File: src/rtl/pin_drive_pkg.sv
// ============================================================================
// Module  : pin_drive_pkg
// Purpose : Shared state encoding and default hold length for the pin driver.
// Contents: c_HOLD_CYC_DEF - default number of cycles a new pin level is held
//           c_CNT_W        - hold counter width
//           pd_state_t     - STABLE / HOLD state encoding
// Revision: 1.0 - initial release
// ============================================================================
`default_nettype none

package pin_drive_pkg;

    localparam int unsigned c_HOLD_CYC_DEF = 16;
    localparam int          c_CNT_W        = 16;

    // HOLD is encoded as 1 so the busy indication is the state flop itself.
    typedef enum logic [0:0] {
        ST_STABLE = 1'b0,
        ST_HOLD   = 1'b1
    } pd_state_t;

endpackage

`default_nettype wire

File: src/rtl/hold_timer.sv
// ============================================================================
// Module  : hold_timer
// Purpose : Loadable down-counter that saturates at zero.
// Ports   : CLK, RSTn      - clock, asynchronous active-low reset
//           load, load_val - load the counter (priority over enable)
//           en             - decrement by one (ignored when count is zero)
//           count          - registered counter value
//           zero           - count equals zero
// Revision: 1.0 - initial release
// ============================================================================
`default_nettype none

module hold_timer #(
    parameter int WIDTH = 16
) (
    input  logic             CLK,
    input  logic             RSTn,
    input  logic             load,
    input  logic [WIDTH-1:0] load_val,
    input  logic             en,
    output logic [WIDTH-1:0] count,
    output logic             zero
);

    logic [WIDTH-1:0] r_count;

    always_ff @(posedge CLK or negedge RSTn) begin
        if (!RSTn) begin
            r_count <= '0;
        end else if (load) begin
            r_count <= load_val;
        end else if (en && (r_count != '0)) begin
            // Guarded so the counter can never wrap below zero.
            r_count <= r_count - 1'b1;
        end
    end

    assign count = r_count;
    assign zero  = (r_count == '0);

endmodule

`default_nettype wire

File: src/rtl/pin_drive_module.sv
// ============================================================================
// Module  : pin_drive_module
// Purpose : Drives a pin high/low on request and holds every new level for at
//           least HOLD_CYC cycles. One opposite request may be queued while a
//           hold is running; conflicting or excess requests pulse Err_Sig.
// Ports   : CLK, RSTn  - clock, asynchronous active-low reset
//           H2L_Req    - request to drive the pin low
//           L2H_Req    - request to drive the pin high
//           Pin_Out    - registered pin level, idles high
//           Busy_Sig   - hold period running
//           Done_Sig   - one-cycle pulse at the end of a hold period
//           Err_Sig    - one-cycle pulse on a conflicting or dropped request
//           SQ_Count   - hold counter value (simulation visibility)
// Revision: 1.0 - initial release
// ============================================================================
`default_nettype none

import pin_drive_pkg::*;

module pin_drive_module #(
    parameter int unsigned HOLD_CYC = c_HOLD_CYC_DEF
) (
    input  logic               CLK,
    input  logic               RSTn,
    input  logic               H2L_Req,
    input  logic               L2H_Req,
    output logic               Pin_Out,
    output logic               Busy_Sig,
    output logic               Done_Sig,
    output logic               Err_Sig,
    output logic [c_CNT_W-1:0] SQ_Count
);

    localparam logic [c_CNT_W-1:0] c_RELOAD = c_CNT_W'(HOLD_CYC - 1);

    pd_state_t          r_state, w_state_nxt;
    logic               r_pin,   w_pin_nxt;
    logic               r_pend,  w_pend_nxt;
    logic               r_done,  w_done_nxt;
    logic               r_err,   w_err_nxt;
    logic               w_load;
    logic               w_en;
    logic               w_zero;
    logic [c_CNT_W-1:0] w_count;
    logic               w_conflict;
    logic               w_opp;

    // Both requests together cancel each other; otherwise only a request for
    // the level the pin is not already at counts as work.
    assign w_conflict = H2L_Req & L2H_Req;
    assign w_opp      = ~w_conflict & (r_pin ? H2L_Req : L2H_Req);

    hold_timer #(
        .WIDTH (c_CNT_W)
    ) u_hold_timer (
        .CLK      (CLK),
        .RSTn     (RSTn),
        .load     (w_load),
        .load_val (c_RELOAD),
        .en       (w_en),
        .count    (w_count),
        .zero     (w_zero)
    );

    always_ff @(posedge CLK or negedge RSTn) begin
        if (!RSTn) begin
            r_state <= ST_STABLE;
            r_pin   <= 1'b1;
            r_pend  <= 1'b0;
            r_done  <= 1'b0;
            r_err   <= 1'b0;
        end else begin
            r_state <= w_state_nxt;
            r_pin   <= w_pin_nxt;
            r_pend  <= w_pend_nxt;
            r_done  <= w_done_nxt;
            r_err   <= w_err_nxt;
        end
    end

    always_comb begin
        w_state_nxt = r_state;
        w_pin_nxt   = r_pin;
        w_pend_nxt  = r_pend;
        w_done_nxt  = 1'b0;
        w_err_nxt   = w_conflict;
        w_load      = 1'b0;
        w_en        = 1'b0;

        case (r_state)
            ST_STABLE: begin
                if (w_opp) begin
                    w_pin_nxt   = ~r_pin;
                    w_load      = 1'b1;
                    w_state_nxt = ST_HOLD;
                end
            end
            ST_HOLD: begin
                if (w_zero) begin
                    // Final hold cycle: a request arriving now is handled the
                    // same as one already queued.
                    w_done_nxt = 1'b1;
                    if (r_pend || w_opp) begin
                        w_pin_nxt  = ~r_pin;
                        w_load     = 1'b1;
                        w_pend_nxt = 1'b0;
                        if (r_pend && w_opp) begin
                            w_err_nxt = 1'b1;
                        end
                    end else begin
                        w_state_nxt = ST_STABLE;
                    end
                end else begin
                    w_en = 1'b1;
                    if (w_opp) begin
                        if (r_pend) begin
                            w_err_nxt = 1'b1;
                        end else begin
                            w_pend_nxt = 1'b1;
                        end
                    end
                end
            end
            default: begin
                w_state_nxt = ST_STABLE;
            end
        endcase
    end

    assign Pin_Out  = r_pin;
    assign Busy_Sig = (r_state == ST_HOLD);
    assign Done_Sig = r_done;
    assign Err_Sig  = r_err;
    assign SQ_Count = w_count;

endmodule

`default_nettype wire

File: config.mk
export PLATFORM = sky130hd
export DESIGN_NAME = pin_drive_module
export DESIGN_NICKNAME = d
export VERILOG_FILES = /design/src/rtl/pin_drive_pkg.sv /design/src/rtl/hold_timer.sv /design/src/rtl/pin_drive_module.sv
export SDC_FILE = /design/constraint.sdc
export NUM_CORES = 1
export LEC_CHECK = 0
export CAP_MARGIN = 10
export CELL_PAD_IN_SITES_DETAIL_PLACEMENT = 0
export CELL_PAD_IN_SITES_GLOBAL_PLACEMENT = 1
export CORE_MARGIN = 3
export CORE_UTILIZATION = 41
export DETAILED_ROUTE_END_ITERATION = 10
export PLACE_DENSITY_LB_ADDON = 0.15
export SLEW_MARGIN = 20
export SYNTH_ARGS = -nofsm -noshare
export SYNTH_HDL_FRONTEND = slang
export SYNTH_SLANG_ARGS = --single-unit
File: constraint.sdc
create_clock -name CLK -period 5.8 [get_ports CLK]
set_input_delay 1.45 -clock CLK [delete_from_list [all_inputs] [get_ports CLK]]
set_output_delay 1.45 -clock CLK [all_outputs]
set_load 0.05 [all_outputs]
==> results.md, run 1 <==
* Outcome: completed
* Post-synth top area share at between 40% and 50%
* First-pass GRT wire length at between 4000 and 5000 um
* Die H at around 58 um
* Pwr Total at 871 uW
* Sequential area share after synthesis at roughly 47%
* WL per Instance at 14.5 um
* Layout area overhead at 25.8%
* Critical Path Start: L2H_Req
* Setup Skew at between 0.007 and 0.008 ns
* DRC viols at 0
* Share of post-route cells with drive strength above 1 at between 10% and 20%
* Hold_sp: Pin_Out
* Leak at 0.000537 uW
* Sum of buffers and inverters on the critical path at 1
* Crit Path Max Fanout at 11
* Critical-path cell list: clkdlybuf4s50_1 -> and3b_2 -> or3_1 -> o21ai_0 -> or4_2 -> a21oi_1
* Worst setup slack after layout at between 2 and 2.5 ns
* Cell area power density at 623 mW/mm^2
* Max incr delay on CP at roughly 0.84 ns
* Core outline area at approximately 0.0025 mm^2
* Final Hold Viols at 0
* FMAX at ~280 MHz
* Drt total wl at 2390 um
* Number of synthesized flops with an enable pin at 0
* Site Rows at 18
* DR vias/cell at approximately 5.8
* Initial antenna violation count at 0
* Worst path top cell family by delay: compound AO/OA/AOI/OAI gates
* Io pins at 24
* Data arrival, critical path at 3.71 ns
* Hpwl dp at 1740 um
* Setup TNS at 0 ns
* Post_cts resized at 0
* Most frequent cells in the layout: clkdlybuf4s50_1, dfrtp_1, nor2_1
* Antenna diode count at 0
* Slew Limit Fails at 0
* WP data required at 5.96 ns
* Die Width at 58.1 um
* Post-synth net total at roughly 110
* Top cells by area, synth: dfrtp_1, nor2_1, a21oi_1
* Ys flop type: dfrtp_1
* Relative slew slack at between 20% and 30%
* Final instance count without filler cells at between 150 and 200
* CTS Buf Count at 3
* Placer Congestion at 0.763
* Clock Latency Late Sink at ~0.30 ns
* Syn avg cell area at between 10 and 15 um^2
* Area of the die at about 0.0034 mm^2
* Critical path class: primary input to register
* Routed Antenna Nets at 0
* Pre-CTS setup slack at 1.92 ns
* CTS H-tree depth at 1
* Mapped Cells at 109
* Setup bufs post-CTS at 0
* Leading cell type in the layout, fill and taps excluded: clkdlybuf4s50_1
* Worst IR Drop VDD at between 0.3 and 0.4 mV
* Setup crit start kind: primary input
* Final period util at between 60% and 70%
* Clock transition at the registers of the reported paths at roughly 0.13 ns
* Worst r2r src: u_hold_timer.count[0]
* Router iterations before antenna repair at 4
* Final instance area at roughly 0.0014 mm^2
* Iter 0 DRT Violations at 29
* Met1 Track Usage GR at ~23%
* Synth Cell Area at about 0.0011 mm^2
* Global routing's busiest layer: met2
* Vias in the first global route at between 800 and 900
* Port Buffers at 23
* RSZ-0062 raised after global routing: no
* Largest net degree at the start of global routing at 22
* Max-cap violations at 0
* TritonCTS sink count at 21
* Grt total ovfl at 0
* Tot GR Track Use at 16.0%
* Starting density of the core at 44.1%
* Synth async-reset ratio at between 90% and 100%
* Clk buf depth at 2
* Slowest cell on the critical path: o21ai_0
* Placed Area at 0.00137 mm^2
* Met3 Resource Use GR at 2.67%
* Unique masters post-synth at 37
* Placed cells at ~160
* Ys Warns at 0
* CTS tree: yes
* Worst hold path class: register to register
* Nets at 141
* Final setup fails at 0
* Flops & latches, synth at 21
* Met2 global-route usage at a little under a quarter
* Area leader, netlist: dfrtp_1
* Worst-Margin Slew at 1.04 ns
* Tmin final at 3.55 ns
* Crit. End Element: register
* Clk root buf: clkbuf_4
* DR vias at about 950
* Cts hold-fix bufs at 0
[state kept, by name (all words and copies together) (netlist names)]
signal,flops
Done_Sig,1
r_pend,1
Err_Sig,1
Busy_Sig,1
Pin_Out,1
u_hold_timer.count,16
[logic make-up (layout without fill, tap and decap cells)]
group,after synthesis,after routing,synth area share (%)
and+or+nand+nor,45,45,25.3
AOI/OAI and AO/OA,28,28,16.9
DFF,21,21,47.4
xor gates and xnor gates,6,6,4.73
buffers and inverters,6,32,2.81
muxes,2,2,1.80
adders and majority gates,1,1,1.12
[per-stage QoR]
| stage | hold slack [ns] | util [%] |
|---|---|---|
| 2_1_floorplan | 0.527 | - |
| 3_3_place_gp | 0.550 | 54.1 |
| 3_5_place_dp | 0.552 | 54.4 |
| 4_1_cts | 0.576 | 55.5 |
| 5_1_grt | 0.584 | 55.5 |
| 6_report | 0.570 | 55.5 |
[final cells by class]
class                   count  area [um^2]
inverters                   4         15.0
multi-input cells          82          554
fillers                   249         1120
clock buffers               3         22.5
flip-flops and latches     21          527
repair buffers             24          238
clock inverters             1         5.00
well taps                  30         37.5
[routing by layer]
| metal | routed length [um] | vias up |
|---|---|---|
| met5 | 0 | - |
| met4 | 29 | 0 |
| met3 | 113 | 4 |
| met2 | 1070 | 26 |
| met1 | 1180 | 457 |
| li1 | - | 466 |
[where the power goes]
part / internal (uW) / leakage (uW) / total [uW] / switching [uW]
Sequential: 208 / 0.000254 / 298 / 89.6
Combinational: 181 / 0.000266 / 501 / 320
Clock: 25.7 / 0.0000177 / 72.0 / 46.3
[synthesized netlist by cell type (2+ instances only)]
library cell  instances
o31ai_1               4
nor3b_2               2
nand2_1               6
xor2_1                3
nor2_1               11
a2111oi_0             2
or4_2                 2
inv_1                 4
nor3_1                3
o211ai_1              3
or4_1                 4
mux2i_1               2
a21oi_1               7
nor4_1                4
dfrtp_1              20
xnor2_1               3
o21ai_0               5
o21a_1                2
or3_1                 4
[path summary, 6_finish.rpt]
kind / to / slack, ns / cells after the start
setup / recovery: u_hold_timer.count[5] / 2.25 / 6
hold / removal: Pin_Out / 0.57 / 1
setup reg to reg: u_hold_timer.count[5] / 3.03 / 7
hold reg to reg: Pin_Out / 0.57 / 1
max in group asynchronous: Done_Sig / 3.57 / 1
min in group asynchronous: u_hold_timer.count[15] / 1.65 / 1
[worst register-to-register path, cell delays in order, from the launching register on]
cell	delay [ns]
dfrtp_1	0.45
inv_1	0.10
ha_1	0.17
nor3b_2	0.37
nand4_1	0.32
o21ai_0	0.91
or4_2	0.26
a21oi_1	0.06
Power figures use the tool's default switching activity.
==> run 2: changes to the inputs <==
--- a/config.mk
+++ b/config.mk
@@ -9,7 +9,7 @@
 export CELL_PAD_IN_SITES_DETAIL_PLACEMENT = 0
 export CELL_PAD_IN_SITES_GLOBAL_PLACEMENT = 1
 export CORE_MARGIN = 3
-export CORE_UTILIZATION = 41
+export CORE_UTILIZATION = 38
 export DETAILED_ROUTE_END_ITERATION = 10
 export PLACE_DENSITY_LB_ADDON = 0.15
 export SLEW_MARGIN = 20
==> constraint.sdc (replaced) <==
create_clock -name CLK -period 3.48 [get_ports CLK]
set_input_delay 0.87 -clock CLK [delete_from_list [all_inputs] [get_ports CLK]]
set_output_delay 0.87 -clock CLK [all_outputs]
set_load 0.05 [all_outputs]
==> results.md, run 2 (synthesis results as in run 1) <==
* Multi-input logic area at 554 um^2 (unchanged)
* Io pins at 24 (unchanged)
* Critical path class: primary input to register (unchanged)
* Vias in the first global route at 916 (was 886)
* FMAX at around 380 MHz
* Clk buf depth at 2 (unchanged)
* Nets at 143 (was 141)
* Final Hold Viols at 0 (unchanged)
* Hpwl dp at 1820 um (was 1740 um)
* Data arrival, critical path at 2.88 ns (was 3.71 ns)
* Worst r2r src: u_hold_timer.count[0] (unchanged)
* Hold_sp: Pin_Out (unchanged)
* Setup TNS at 0 ns (unchanged)
* Leading cell type in the layout, fill and taps excluded: clkdlybuf4s50_1 (unchanged)
* Clk root buf: clkbuf_4 (unchanged)
* Post_cts resized at 0 (unchanged)
* Hold Path Sink: Pin_Out (unchanged)
* Final setup fails at 0 (unchanged)
* Outcome: completed (unchanged)
* Worst hold path class: register to register (unchanged)
* R2R setup slack at 1.22 ns (was 3.03 ns)
* First-pass GRT wire length at 4220 um (was 4190 um)
* Placer Congestion at 0.754 (was 0.763)
* Worst Reg2Reg Path Length in Cells at 7 (unchanged)
* CTS tree: yes (unchanged)
* Tmin final at around 2.6 ns
* Site Rows at 18 (unchanged)
* Setup Skew at 0.0113 ns (was 0.00728 ns)
* Cts hold-fix bufs at 0 (unchanged)
* Crit. End Element: register (unchanged)
* Tot GR Track Use at 15.8% (was 16.0%)
* Max incr delay on CP at 0.51 ns (was 0.84 ns)
* DRC viols at 0 (unchanged)
* Clock Latency Late Sink at 0.31 ns (was 0.30 ns)
* CTS Buf Count at 3 (unchanged)
* Antenna diode count at 0 (unchanged)
* Largest net degree at the start of global routing at 22 (unchanged)
* Leak at 0.000545 uW (was 0.000537 uW)
* Max-cap violations at 0 (unchanged)
* Starting density of the core at 42.2% (was 44.1%)
* DR vias at 963 (was 953)
* Setup crit start kind: primary input (unchanged)
* Layout area overhead at 27.0% (was 25.8%)
* WL per Instance at 14.9 um (was 14.5 um)
* Drt total wl at 2490 um (was 2390 um)
* Worst IR Drop VDD at 0.712 mV (was 0.395 mV)
* Setup bufs post-CTS at 0 (unchanged)
* Grt total ovfl at 0 (unchanged)
* Crit Path Max Fanout at 5 (was 11)
* Die H at 60.1 um (was 58.1 um)
* DR vias/cell at 5.77 (was 5.78)
* Placed Area at 0.00139 mm^2 (was 0.00137 mm^2)
* Slew Limit Fails at 0 (unchanged)
* Port Buffers at 23 (unchanged)
* Final period util at between 70% and 80%
* Hold path depth at 1 (unchanged)
* Routed Antenna Nets at 0 (unchanged)
* FILL cells at 251 (was 249)
* RR Endpoint: Pin_Out (was u_hold_timer.count[5])
* Iter 0 DRT Violations at 35 (was 29)
* Register area at 527 um^2 (unchanged)
* Largest register FFs at 16 (unchanged)
* Cell area power density at 1030 mW/mm^2 (was 623 mW/mm^2)
* RSZ-0062 raised after global routing: no (unchanged)
* Worst-Margin Slew at 0.947 ns (was 1.04 ns)
* Router iterations before antenna repair at 4 (unchanged)
* Core outline area at 0.00264 mm^2 (was 0.00252 mm^2)
* Slowest cell on the critical path: clkdlybuf4s50_1 (was o21ai_0)
* Clock transition at the registers of the reported paths at 0.13 ns (about the same)
* TritonCTS sink count at 21 (unchanged)
* Share of post-route cells with drive strength above 1 at 10.9% (was 10.4%)
* WP data required at 3.73 ns (was 5.96 ns)
* Initial antenna violation count at 0 (unchanged)
* Relative slew slack at 36.6% (was 29.6%)
* CTS H-tree depth at 1 (unchanged)
* Critical-path cell list: clkdlybuf4s50_1 -> nor3b_2 -> nor4_1 -> buf_4 -> a311o_1 -> or4_1 -> a21oi_1 (was clkdlybuf4s50_1 -> and3b_2 -> or3_1 -> o21ai_0 -> or4_2 -> a21oi_1)
* Area of the die at 0.00361 mm^2 (was 0.00337 mm^2)
* Final instance area at 0.00141 mm^2 (was 0.00140 mm^2)
* Most frequent cells in the layout: clkdlybuf4s50_1, dfrtp_1, nor2_1 (unchanged)
* Die Width at 60.1 um (was 58.1 um)
-- run 2: cell types whose count changed in the layout (fill, tap and decap cells not counted) --
| cell | previous run | this run |
|---|---|---|
| buf_4 | 1 | 3 |
| clkbuf_1 | 0 | 1 |
| clkinv_2 | 1 | 0 |
-- run 2: routing by layer --
metal	track usage, %	vias to the layer above	wire length, um
met5	0	-	0
met4	4.75	0	14
met3	3.89	2	96
met2	24.5	20	1160
met1	21.6	467	1220
li1	-	474	-
-- run 2: worst max-delay path: cells and delay by family --
kind            cells  cell delay [ns]
compound gates      2             0.55
simple gates        3             0.79
buf+inv             2             0.66
-- run 2: metrics by stage --
step	total power (uW)	util [%]	hold slack (ns)	setup WS, ns	cells
2_1_floorplan	1070	-	0.527	1.20	109
3_3_place_gp	1330	52.6	0.550	0.581	163
3_5_place_dp	1350	52.6	0.559	0.510	163
4_1_cts	1470	53.6	0.580	0.856	167
5_1_grt	1550	53.6	0.590	0.740	167
6_report	1460	53.6	0.575	0.857	167
-- run 2: final cells by class --
| cell class | count | area share, % |
|---|---|---|
| clock buffer | 4 | 1.86 |
| inverter | 4 | 1.06 |
| multi-input combinational | 82 | 39.2 |
| sequential | 21 | 37.3 |
| tap | 30 | 2.66 |
| timing repair buffer | 26 | 17.9 |
-- run 2: worst max-delay path by stage --
stage	from	end	slack, ns	cells after the start
after global placement	L2H_Req	u_hold_timer.count[13]	0.58	7
after floorplan	u_hold_timer.count[0]	u_hold_timer.count[5]	1.20	7
after global routing	L2H_Req	u_hold_timer.count[13]	0.74	7
final	L2H_Req	u_hold_timer.count[13]	0.86	7
after detailed placement	L2H_Req	u_hold_timer.count[13]	0.51	7
after CTS	L2H_Req	u_hold_timer.count[13]	0.86	7
-- run 2: where the power goes --
group          leakage [uW]  switching [uW]  internal (uW)
clock network     0.0000150            78.4           44.8
registers          0.000254             149            347
logic              0.000277             535            303
